### config.mk
export PLATFORM = sky130hd
export DESIGN_NAME = receiver_block_flat
export DESIGN_NICKNAME = d
export VERILOG_FILES = /design/src/rtl/rtl_settings_pkg.sv /design/src/rtl/receiver_block_if.sv /design/src/rtl/cmp_fifo.sv /design/src/rtl/receiver_block.sv /design/src/flat_wrapper.sv
export SDC_FILE = /design/constraint.sdc
export NUM_CORES = 1
export LEC_CHECK = 0
export CAP_MARGIN = 10
export CORE_MARGIN = 8
export CORE_UTILIZATION = 45
export CTS_BUF_LIST = sky130_fd_sc_hd__clkbuf_4
export DETAILED_ROUTE_END_ITERATION = 8
export GPL_TIMING_DRIVEN = 0
export PLACE_DENSITY_LB_ADDON = 0.08
export SYNTH_ARGS = -nofsm -noshare
export SYNTH_HDL_FRONTEND = slang
export SYNTH_SLANG_ARGS = --single-unit
### constraint.sdc
create_clock -name clk_i -period 6.3 [get_ports clk_i]
set_clock_uncertainty 0.1 [all_clocks]
set_input_delay 1.89 -clock clk_i [delete_from_list [all_inputs] [get_ports clk_i]]
set_output_delay 1.89 -clock clk_i [all_outputs]
set_load 0.005 [all_outputs]
### src/rtl/rtl_settings_pkg.sv
// Shared settings for the read-response checker: bus widths, the expected-transaction
// descriptor, and the pattern LFSR used for pseudo-random data.
package rtl_settings_pkg;

  localparam int unsigned ADDR_W         = 32;
  localparam int unsigned AMM_DATA_W     = 32;
  localparam int unsigned DATA_B_W       = AMM_DATA_W / 8;
  localparam int unsigned OFF_W          = $clog2(DATA_B_W);
  localparam int unsigned WC_W           = 8;
  localparam int unsigned CMP_FIFO_DEPTH = 4;
  localparam int unsigned PEND_W         = $clog2(CMP_FIFO_DEPTH + 1);

  typedef enum logic {
    WORD_ADDR,
    BYTE_ADDR
  } addr_type_t;

  localparam addr_type_t ADDR_TYPE = BYTE_ADDR;

  typedef enum logic {
    FIX_DATA,
    RND_DATA
  } data_mode_t;

  typedef enum logic [1:0] {
    ErrData  = 2'd0,
    ErrUnexp = 2'd1,
    ErrOvf   = 2'd2
  } err_type_t;

  typedef struct packed {
    logic [ADDR_W-1:0] start_addr;
    data_mode_t        data_mode;
    logic [7:0]        data_ptrn;
    logic [OFF_W-1:0]  start_off;
    logic [OFF_W-1:0]  end_off;
    logic [WC_W-1:0]   words_count;  // beats - 1
  } cmp_struct_t;

  function automatic logic [7:0] lfsr_next(logic [7:0] cur);
    return {cur[6:0], cur[7] ^ cur[5] ^ cur[4] ^ cur[3]};
  endfunction

endpackage

### src/rtl/receiver_block_if.sv
// Expected-transaction push, read-response beats and error reporting of receiver_block.
interface receiver_block_if;
  import rtl_settings_pkg::*;

  logic                  cmp_en_i;
  cmp_struct_t           cmp_struct_i;
  logic                  readdatavalid_i;
  logic [AMM_DATA_W-1:0] readdata_i;
  logic                  err_clr_i;

  logic                  cmp_error_o;
  logic                  err_flag_o;
  logic [ADDR_W-1:0]     err_addr_o;
  logic [AMM_DATA_W-1:0] err_data_o;
  logic [1:0]            err_type_o;
  logic [PEND_W-1:0]     pend_cnt_o;
  logic [31:0]           beat_cnt_o;

  modport master (
    output cmp_en_i, cmp_struct_i, readdatavalid_i, readdata_i, err_clr_i,
    input  cmp_error_o, err_flag_o, err_addr_o, err_data_o, err_type_o, pend_cnt_o, beat_cnt_o
  );

  modport slave (
    input  cmp_en_i, cmp_struct_i, readdatavalid_i, readdata_i, err_clr_i,
    output cmp_error_o, err_flag_o, err_addr_o, err_data_o, err_type_o, pend_cnt_o, beat_cnt_o
  );

endinterface

### src/rtl/cmp_fifo.sv
// Synchronous FIFO holding pending expected transactions; a push may land on a full
// FIFO when a pop happens in the same cycle.
module cmp_fifo #(
  parameter int unsigned Width = 8,
  parameter int unsigned Depth = 4
) (
  input  logic                         clk_i,
  input  logic                         rst_i,
  input  logic                         push_i,
  input  logic                         pop_i,
  input  logic [Width-1:0]             wdata_i,
  output logic [Width-1:0]             rdata_o,
  output logic                         full_o,
  output logic                         empty_o,
  output logic [$clog2(Depth+1)-1:0]   count_o
);

  localparam int unsigned PtrW = (Depth > 1) ? $clog2(Depth) : 1;
  localparam int unsigned CntW = $clog2(Depth + 1);

  logic [Width-1:0] mem_q [Depth];
  logic [PtrW-1:0]  wr_ptr_q, wr_ptr_d;
  logic [PtrW-1:0]  rd_ptr_q, rd_ptr_d;
  logic [CntW-1:0]  count_q, count_d;
  logic             do_push, do_pop;

  function automatic logic [PtrW-1:0] ptr_inc(logic [PtrW-1:0] ptr);
    return (ptr == PtrW'(Depth - 1)) ? '0 : ptr + PtrW'(1);
  endfunction

  assign empty_o = (count_q == '0);
  assign full_o  = (count_q == CntW'(Depth));
  assign count_o = count_q;
  assign rdata_o = mem_q[rd_ptr_q];

  assign do_pop  = pop_i && !empty_o;
  assign do_push = push_i && (!full_o || do_pop);

  always_comb begin
    wr_ptr_d = wr_ptr_q;
    rd_ptr_d = rd_ptr_q;
    count_d  = count_q;
    if (do_push) wr_ptr_d = ptr_inc(wr_ptr_q);
    if (do_pop)  rd_ptr_d = ptr_inc(rd_ptr_q);
    if (do_push && !do_pop) begin
      count_d = count_q + CntW'(1);
    end else if (do_pop && !do_push) begin
      count_d = count_q - CntW'(1);
    end
  end

  always_ff @(posedge clk_i or posedge rst_i) begin
    if (rst_i) begin
      wr_ptr_q <= '0;
      rd_ptr_q <= '0;
      count_q  <= '0;
    end else begin
      wr_ptr_q <= wr_ptr_d;
      rd_ptr_q <= rd_ptr_d;
      count_q  <= count_d;
    end
  end

  always_ff @(posedge clk_i) begin
    if (do_push) mem_q[wr_ptr_q] <= wdata_i;
  end

endmodule

### src/rtl/receiver_block.sv
// Checks read-response beats against queued expected transactions and records the
// first failure in a sticky error report.
module receiver_block
  import rtl_settings_pkg::*;
(
  input  logic           clk_i,
  input  logic           rst_i,
  receiver_block_if.slave bus_io
);

  cmp_struct_t                   head;
  logic [$bits(cmp_struct_t)-1:0] fifo_rdata;
  logic                          fifo_full, fifo_empty;
  logic [PEND_W-1:0]             fifo_count;

  logic [WC_W-1:0]       beat_idx_q, beat_idx_d;
  logic [7:0]            lfsr_q, lfsr_d;
  logic [31:0]           beat_cnt_q, beat_cnt_d;
  logic                  cmp_error_q, cmp_error_d;
  logic                  err_flag_q, err_flag_d;
  logic [ADDR_W-1:0]     err_addr_q, err_addr_d;
  logic [AMM_DATA_W-1:0] err_data_q, err_data_d;
  err_type_t             err_type_q, err_type_d;

  logic             beat_valid, last_beat, pop;
  logic [7:0]       exp_byte;
  logic [OFF_W-1:0] lo_byte, hi_byte;
  logic             mismatch;
  logic             data_err, unexp_err, ovf_err, err_det;

  cmp_fifo #(
    .Width ($bits(cmp_struct_t)),
    .Depth (CMP_FIFO_DEPTH)
  ) u_cmp_fifo (
    .clk_i   (clk_i),
    .rst_i   (rst_i),
    .push_i  (bus_io.cmp_en_i),
    .pop_i   (pop),
    .wdata_i (bus_io.cmp_struct_i),
    .rdata_o (fifo_rdata),
    .full_o  (fifo_full),
    .empty_o (fifo_empty),
    .count_o (fifo_count)
  );

  assign head       = cmp_struct_t'(fifo_rdata);
  assign beat_valid = bus_io.readdatavalid_i && !fifo_empty;
  assign last_beat  = (beat_idx_q == head.words_count);
  assign pop        = beat_valid && last_beat;

  // Beat 0 always uses the seed; later RND beats use the advanced LFSR.
  assign exp_byte = (head.data_mode == RND_DATA && beat_idx_q != '0) ? lfsr_q : head.data_ptrn;

  always_comb begin
    lo_byte = '0;
    hi_byte = OFF_W'(DATA_B_W - 1);
    if (ADDR_TYPE == BYTE_ADDR) begin
      if (beat_idx_q == '0) lo_byte = head.start_off;
      if (last_beat)        hi_byte = head.end_off;
    end
    mismatch = 1'b0;
    for (int i = 0; i < DATA_B_W; i++) begin
      if (OFF_W'(i) >= lo_byte && OFF_W'(i) <= hi_byte &&
          bus_io.readdata_i[8*i +: 8] != exp_byte) begin
        mismatch = 1'b1;
      end
    end
  end

  assign data_err  = beat_valid && mismatch;
  assign unexp_err = bus_io.readdatavalid_i && fifo_empty;
  assign ovf_err   = bus_io.cmp_en_i && fifo_full && !pop;
  assign err_det   = data_err || unexp_err || ovf_err;

  always_comb begin
    beat_idx_d = beat_idx_q;
    lfsr_d     = lfsr_q;
    beat_cnt_d = beat_cnt_q;
    if (bus_io.readdatavalid_i) beat_cnt_d = beat_cnt_q + 32'd1;
    if (beat_valid) begin
      lfsr_d     = lfsr_next(exp_byte);
      beat_idx_d = last_beat ? '0 : beat_idx_q + WC_W'(1);
    end
  end

  always_comb begin
    cmp_error_d = 1'b0;
    err_flag_d  = err_flag_q;
    err_addr_d  = err_addr_q;
    err_data_d  = err_data_q;
    err_type_d  = err_type_q;
    if (bus_io.err_clr_i) err_flag_d = 1'b0;
    if (err_det) begin
      err_flag_d = 1'b1;
      // Only the first error since the last clear is reported.
      if (!err_flag_q) begin
        cmp_error_d = 1'b1;
        if (data_err) begin
          err_type_d = ErrData;
          err_addr_d = head.start_addr + ADDR_W'(beat_idx_q);
          err_data_d = bus_io.readdata_i;
        end else if (unexp_err) begin
          err_type_d = ErrUnexp;
          err_addr_d = '0;
          err_data_d = bus_io.readdata_i;
        end else begin
          err_type_d = ErrOvf;
          err_addr_d = bus_io.cmp_struct_i.start_addr;
          err_data_d = '0;
        end
      end
    end
  end

  always_ff @(posedge clk_i or posedge rst_i) begin
    if (rst_i) begin
      beat_idx_q  <= '0;
      lfsr_q      <= '0;
      beat_cnt_q  <= '0;
      cmp_error_q <= 1'b0;
      err_flag_q  <= 1'b0;
      err_addr_q  <= '0;
      err_data_q  <= '0;
      err_type_q  <= ErrData;
    end else begin
      beat_idx_q  <= beat_idx_d;
      lfsr_q      <= lfsr_d;
      beat_cnt_q  <= beat_cnt_d;
      cmp_error_q <= cmp_error_d;
      err_flag_q  <= err_flag_d;
      err_addr_q  <= err_addr_d;
      err_data_q  <= err_data_d;
      err_type_q  <= err_type_d;
    end
  end

  assign bus_io.cmp_error_o = cmp_error_q;
  assign bus_io.err_flag_o  = err_flag_q;
  assign bus_io.err_addr_o  = err_addr_q;
  assign bus_io.err_data_o  = err_data_q;
  assign bus_io.err_type_o  = err_type_q;
  assign bus_io.pend_cnt_o  = fifo_count;
  assign bus_io.beat_cnt_o  = beat_cnt_q;

endmodule
### src/flat_wrapper.sv
// flat-port wrapper written by rule: the top's interface ports become plain ports
module receiver_block_flat import rtl_settings_pkg::*;
  (clk_i, rst_i, bus_io_cmp_en_i, bus_io_cmp_struct_i, bus_io_readdatavalid_i, bus_io_readdata_i, bus_io_err_clr_i, bus_io_cmp_error_o, bus_io_err_flag_o, bus_io_err_addr_o, bus_io_err_data_o, bus_io_err_type_o, bus_io_pend_cnt_o, bus_io_beat_cnt_o);
  receiver_block_if bus_io_i ();
  input  logic clk_i;
  input  logic rst_i;
  input wire logic [$bits(bus_io_i.cmp_en_i)-1:0] bus_io_cmp_en_i;
  input wire logic [$bits(bus_io_i.cmp_struct_i)-1:0] bus_io_cmp_struct_i;
  input wire logic [$bits(bus_io_i.readdatavalid_i)-1:0] bus_io_readdatavalid_i;
  input wire logic [$bits(bus_io_i.readdata_i)-1:0] bus_io_readdata_i;
  input wire logic [$bits(bus_io_i.err_clr_i)-1:0] bus_io_err_clr_i;
  output wire logic [$bits(bus_io_i.cmp_error_o)-1:0] bus_io_cmp_error_o;
  output wire logic [$bits(bus_io_i.err_flag_o)-1:0] bus_io_err_flag_o;
  output wire logic [$bits(bus_io_i.err_addr_o)-1:0] bus_io_err_addr_o;
  output wire logic [$bits(bus_io_i.err_data_o)-1:0] bus_io_err_data_o;
  output wire logic [$bits(bus_io_i.err_type_o)-1:0] bus_io_err_type_o;
  output wire logic [$bits(bus_io_i.pend_cnt_o)-1:0] bus_io_pend_cnt_o;
  output wire logic [$bits(bus_io_i.beat_cnt_o)-1:0] bus_io_beat_cnt_o;
  assign bus_io_i.cmp_en_i = bus_io_cmp_en_i;
  assign bus_io_i.cmp_struct_i = bus_io_cmp_struct_i;
  assign bus_io_i.readdatavalid_i = bus_io_readdatavalid_i;
  assign bus_io_i.readdata_i = bus_io_readdata_i;
  assign bus_io_i.err_clr_i = bus_io_err_clr_i;
  assign bus_io_cmp_error_o = bus_io_i.cmp_error_o;
  assign bus_io_err_flag_o = bus_io_i.err_flag_o;
  assign bus_io_err_addr_o = bus_io_i.err_addr_o;
  assign bus_io_err_data_o = bus_io_i.err_data_o;
  assign bus_io_err_type_o = bus_io_i.err_type_o;
  assign bus_io_pend_cnt_o = bus_io_i.pend_cnt_o;
  assign bus_io_beat_cnt_o = bus_io_i.beat_cnt_o;
  receiver_block u_core (.clk_i(clk_i), .rst_i(rst_i), .bus_io(bus_io_i));
endmodule
======== Word-level counts from Yosys, hierarchy flattened ========
Memories as Yosys holds them, arrays and structs flattened.
Cells that the tools add are included.
Widths: inputs -> output; s select.
storage, ports and cells
  bits in registers ....................... 123
  bits in latches ......................... 0
  memory bits (writable) .................. 212
  bits in read-only memories .............. 0
  output and inout port bits .............. 103
  memories kept ........................... 1
memory list
  memory                   words  width  read ports  clocked after Yosys merged registers in  write ports  line            RTL
  u_core.u_cmp_fifo.mem_q  4      53     1           0                                        1            cmp_fifo.sv:21  logic [Width-1:0] mem_q [Depth];
operators by class
  add/sub/neg operators ................... 7
  $mul .................................... 0
  divide/modulo/power cells ............... 0
  order comparisons ....................... 8
  equality and inequality tests ........... 8
  shift operators ......................... 0
  mux-type cells .......................... 24
  bitwise operators ....................... 4
  reduce and logical (&&, ||, !) cells .... 33
operator list
  kind                   number
  $mux 32                4
  $add 32x1->32 const B  1
  $add 32x8->32          1
  $ne 8x8->1             4
  $logic_and 1x1->1      19
  $mux 8                 2
  $mux 2                 6
  $mux 1                 10
  $add 8x1->8 const B    1
  $eq 8x8->1             1
  $logic_not 8->1        1
  $reduce_bool 8->1      1
  $mux 3                 2
  $logic_not 1->1        5
  $add 2x1->2 const B    2
  $eq 2x2->1 const B     2
  $ge 1x2->1 const A     2
  $ge 2x2->1 const A     2
  $le 1x2->1 const A     2
  $le 2x2->1 const A     2
  $reduce_bool 2->1      2
  $add 3x1->3 const B    1
  $eq 3x3->1 const B     1
  $logic_not 3->1        1
  other kinds (5)        9

======== Logic depth before layout (Yosys ltp) ========
An unclocked memory read counts as a cell.
  depth after elaboration ................. 14
  depth in mapped cells ................... 19
  mapped depth without buffers ............ 14

======== Hierarchy ========
A second synthesis with hierarchy kept.
unflattened totals
  cell total of the unflattened synthesis .. 1027
  area, all modules ....................... 15274.6 sq um
by module, submodules not included
  module          times used  cells an instance  area an instance (sq um)
  cmp_fifo        1           315                8139.1
  receiver_block  1           712                7135.6

======== Worst setup path after synthesis ========
Ideal clock, no wire load.
  path type ............................... flip-flop to flip-flop
  from .................................... reg u_core.u_cmp_fifo.rd_ptr_q[0]
  to ...................................... reg u_core.err_addr_q[29] (netlist: u_core.bus_io.err_addr_o[29])
  data arrival time ....................... 4.797 ns
  slack ................................... 1.275 ns
  stages on the path, launching flop included .. 19
  path buffers ............................ 7
  period minus slack after synthesis ...... 5.025 ns
  path through ............................ dfrtp_1 -> buf_2 -> buf_2 -> buf_2 -> buf_2 -> buf_2 -> buf_1 -> mux4_2 -> ha_1 -> a21o_1 -> a21oi_1 -> o21ai_0 -> a31oi_1 -> o21ba_2 -> clkbuf_1 -> nor4_1 -> xnor2_1 -> mux2i_1 -> mux2_1
between the ends
  word-level cells in the longest chain between the ends .. 14
ends and longest elaborated chain
  what                               line                   RTL
  from (decl)                        cmp_fifo.sv:23         logic [PtrW-1:0] rd_ptr_q, rd_ptr_d;
  from (signal assigned)             cmp_fifo.sv:59         rd_ptr_q <= rd_ptr_d;
  $mem_v2 4x53 *                     --
  $eq 8x8->1                         receiver_block.sv:48   assign last_beat = (beat_idx_q == head.words_count);
  $mux 2                             receiver_block.sv:59   if (last_beat) hi_byte = head.end_off;
  $le 1x2->1                         receiver_block.sv:63   if (OFF_W'(i) >= lo_byte && OFF_W'(i) <= hi_byte &&
  $logic_and 1x1->1 (2 in a row)     receiver_block.sv:63
  $mux 1 (4 in a row)                receiver_block.sv:63
  $logic_and 1x1->1                  receiver_block.sv:70   assign data_err = beat_valid && mismatch;
  $logic_or 1x1->1 (2 in a row)      receiver_block.sv:73   assign err_det = data_err || unexp_err || ovf_err;
  $reduce_and 2->1 (no source line)  --
  to (signal assigned)               receiver_block.sv:131  err_addr_q <= err_addr_d;
  to (decl)                          receiver_block.sv:21   logic [ADDR_W-1:0] err_addr_q, err_addr_d;
Every way passes the cells marked *; elsewhere a longest branch is shown, timed or not.
A chain may end at the register's enable or synchronous reset.

======== Final worst setup path ========
  from .................................... reg u_core.u_cmp_fifo.rd_ptr_q[1]
  to ...................................... reg u_core.err_addr_q[31] (netlist: u_core.bus_io.err_addr_o[31])
The elaborated chain is that of the path after synthesis.

==> summary.txt <==
Synthesis
  • Post-Syn Area: 15,100 sq um
  • Syn. warnings: 0
  • Number of synthesized flops with an enable pin: 212
  • Syn nets: 1,120
  • Yosys reg bits: 335
  • Post-synth ARST share: 36.7%
  • Synth cell types: 65
  • Top cell type's share of synthesized area: 42.3%
  • Synth Flop Type: edfxtp_1
  • Top cells by area, synth: edfxtp_1 42%, dfrtp_1 20%, mux4_2 7.8%
  • Seq/Total Area, Yosys: between 60 and 70%
  • Syn_area_per_cell: between 10 and 15 sq um
  • Post-Syn Instances: approximately 1,000
  • Area leader, netlist: edfxtp_1

Layout
  • Nets: 1,404
  • Area growth from synthesis to layout: 25.1%
  • Fraction of layout cells with a size suffix above 1: 20.3%

Drt
  • Drt total wl: 37,200 microns
  • Via density: between 5 and 6
  • Drt first pass iters: 5
  • ANT nets after route: 0
  • # DRC: 0
  • Starting DRT DRC Count: about 700
  • Drt wl/cell: roughly 20 microns
  • Routed via count: between 9,000 and 10,000

Placement
  • Worst slack, placed: -0.299 ns
  • Port Buffers: between 150 and 200
  • Final GP Congestion: about 0.89
  • Post-detailed-placement half-perimeter wirelength: approximately 25,000 microns

STA
  • Final min period: ~5.9 ns
  • Worst setup margin: approximately 0.44 ns
  • Endpoints failing hold: 0
  • Slew Viols, Final: 0
  • Setup violators final: 0
  • Hold Slack: a little under 0.4 ns
  • Max Freq: 171 MHz
  • Slew @ Worst Pin: roughly 0.90 ns
  • Unrepaired setup endpoints after global routing: false
  • Final period util: between 90% and 100%
  • Slew HR: about two fifths

Floorplan
  • # rows: 67
  • Die ar.: approximately 40,000 sq um
  • Number of I/O pins: slightly below 200
  • Die Width: a little under 200 microns
  • Die height: 199 microns
  • Initial Utilization: about 45%
  • Core Box Area: between 30,000 and 40,000 sq um

Clocking
  • H-tree Lvls: 3
  • Post-cts hold buffer count: 0
  • Clk sink count: 335
  • Clock root buffer master: clkbuf_4
  • Worst-Skew Late Latency: between 0.7 and 0.8 ns
  • Post-CTS setup buffers: 0
  • TritonCTS clock tree: built
  • Worst-path clk slew: around 0.060 ns
  • Clk buf depth: 3
  • CTS buffer count: 89

Pwr
  • Leakage dissipation: between 7 and 8 nW
  • P per Cell Area: between 400 and 500 nW/um^2
  • Max IR drop VDD: ~0.23 mV

GRT
  • Largest net degree at the start of global routing: 71
  • Gr usage total: about a fifth
  • Vias in the first global route: roughly 10,000
  • Initial antenna violation count: 4
  • Gr ovfl total: 0
  • First-pass GRT wire length: about 58,000 microns

Status
  • Status: complete, no violations

Min path
  • Tightest Hold Check Type: reg2reg

Setup path
  • Crit path required time: roughly 6.8 ns
  • CP arrival: about 6.4 ns
  • Crit Path Max Fanout: 10
  • Critical path class: reg2reg
  • Crit. End Element: register
  • Critical path launch point type: register

Flow run
  • Number of max-cap violations: 0
[kinds of logic (layout without fill, tap and decap cells)]
kind of cell,Yosys count,in the layout,synth area share [%]
other cells,0,1,0
simple gates,222,222,7.26
flops,335,335,62.7
mux,134,134,14.3
xor+xnor,99,99,5.76
compound gates,120,120,5.82
fa+ha+maj,19,19,1.68
buf+inv,82,439,2.48
[final timing paths]
kind                                                      startpoint                                       end  slack [ns]  cells after the start
min in group asynchronous                                      rst_i  u_core.u_cmp_fifo.count_o[2]$_DFFE_PP0P_        1.50                      2
min reg2reg                  u_core.bus_io.err_type_o[0]$_DFFE_PP0P_   u_core.bus_io.err_type_o[0]$_DFFE_PP0P_        0.39                      1
max                        u_core.u_cmp_fifo.rd_ptr_q[1]$_DFFE_PP0P_  u_core.bus_io.err_addr_o[31]$_DFFE_PP0P_        0.44                     17
max in group asynchronous                                      rst_i  u_core.bus_io.err_addr_o[11]$_DFFE_PP0P_        3.84                      3
max reg2reg                u_core.u_cmp_fifo.rd_ptr_q[1]$_DFFE_PP0P_  u_core.bus_io.err_addr_o[31]$_DFFE_PP0P_        0.44                     17
min                          u_core.bus_io.err_type_o[0]$_DFFE_PP0P_   u_core.bus_io.err_type_o[0]$_DFFE_PP0P_        0.39                      1
[per-layer routing]
| metal | global-route usage, % | up-vias | part of all wire, % |
|---|---|---|---|
| met4 | 6.48 | 6 | 1.8 |
| met2 | 30.9 | 300 | 47 |
| li1 | - | 4455 | - |
| met1 | 24.5 | 4786 | 44 |
| met3 | 4.86 | 63 | 6.6 |
| met5 | 0 | - | 0.094 |
[synth_stat cells (3+ instances only)]
library cell and number:
mux4_2 52, a222oi_1 3, ha_1 17, nand2_1 83
mux2_2 8, and3_1 14, buf_6 6, a21o_1 3
xor2_1 35, mux2i_1 42, and2_1 5, o221ai_1 4
a22o_1 32, a21oi_1 14, clkbuf_1 21, nor2_1 32
xnor2_1 64, mux2_1 3, inv_1 36, mux2_4 29
edfxtp_1 212, nor2b_1 7, buf_2 15, dfrtp_1 123
o22ai_1 6, o21ai_0 27, nor3_1 12, nand4_1 17
a31oi_1 5, nand3_1 21, and4_1 6, nor4_1 7
nand2b_1 7
[per-stage QoR]
stage	setup TNS (ns)	area [sq um]	util (%)	std cells	power, mW
floorplan	0	15100	-	1011	4.85
finish	0	18800	56.6	1817	7.94
global route	0	18800	56.6	1817	8.44
detailed placement	-2.07	17600	52.9	1653	6.03
global placement	-204.66	17500	52.7	1651	5.99
CTS	0	18800	56.6	1816	8.07
[state kept, by name (all words and copies together) (netlist names)]
register / count
u_core.bus_io.err_type_o: 2
u_core.bus_io.cmp_error_o: 1
u_core.u_cmp_fifo.count_o: 3
u_core.u_cmp_fifo.rd_ptr_q: 2
u_core.bus_io.err_addr_o: 32
u_core.bus_io.err_flag_o: 1
u_core.beat_idx_q: 8
u_core.bus_io.beat_cnt_o: 32
u_core.u_cmp_fifo.wr_ptr_q: 2
u_core.u_cmp_fifo.mem_q: 212
u_core.bus_io.err_data_o: 32
u_core.lfsr_q: 8
[final cells by class]
type | count | area, sq um
inverters | 38 | 150
clock buffers | 144 | 1080
multi-input cells | 594 | 5260
flip-flops and latches | 335 | 9440
well taps | 448 | 561
fillers | 2835 | 14400
diodes | 1 | 2.50
repair buffers | 194 | 1980
clock inverters | 20 | 138
plain buffers | 43 | 228
[cells in the final DEF (no fill, tap or decap), types with 17 or more instances in the layout]
cell	netlist	layout
clkbuf_1	21	21
nand3_1	21	21
a22o_1	32	32
mux4_2	52	52
clkbuf_4	0	145
xor2_1	35	35
nand4_1	17	17
xnor2_1	64	64
mux2i_1	42	42
o21ai_0	27	26
nor2_1	32	32
edfxtp_1	212	212
dfrtp_1	123	123
inv_1	36	35
ha_1	17	17
nand2_1	83	83
clkdlybuf4s50_1	0	192
mux2_4	29	29
[worst max-delay path, cell delays in order, from the launching register on]
cell and delay (ns):
dfrtp_1 0.44, buf_2 0.30, buf_2 0.33, buf_2 0.33, clkbuf_1 0.56, clkbuf_1 0.60, mux4_2 0.45, ha_1 0.29
a21o_1 0.17, a21oi_1 0.25, o21ai_0 0.14, a31oi_1 0.41, o21ba_2 0.18, clkbuf_1 0.40, nor4_1 0.20, xnor2_1 0.18
mux2i_1 0.09, mux2_4 0.27
[where the power goes]
part	internal [mW]	switching [mW]	total, mW
registers	2.94	0.289	3.23
clock network	1.12	0.886	2.00
logic	1.40	1.31	2.71
total	5.46	2.48	7.94
[timing repair]
action,CTS,global route
gates resized for setup,1,1
pin swaps,0,0
endpoints found under the setup margin,15,1
(Power assumes the default switching activity.)
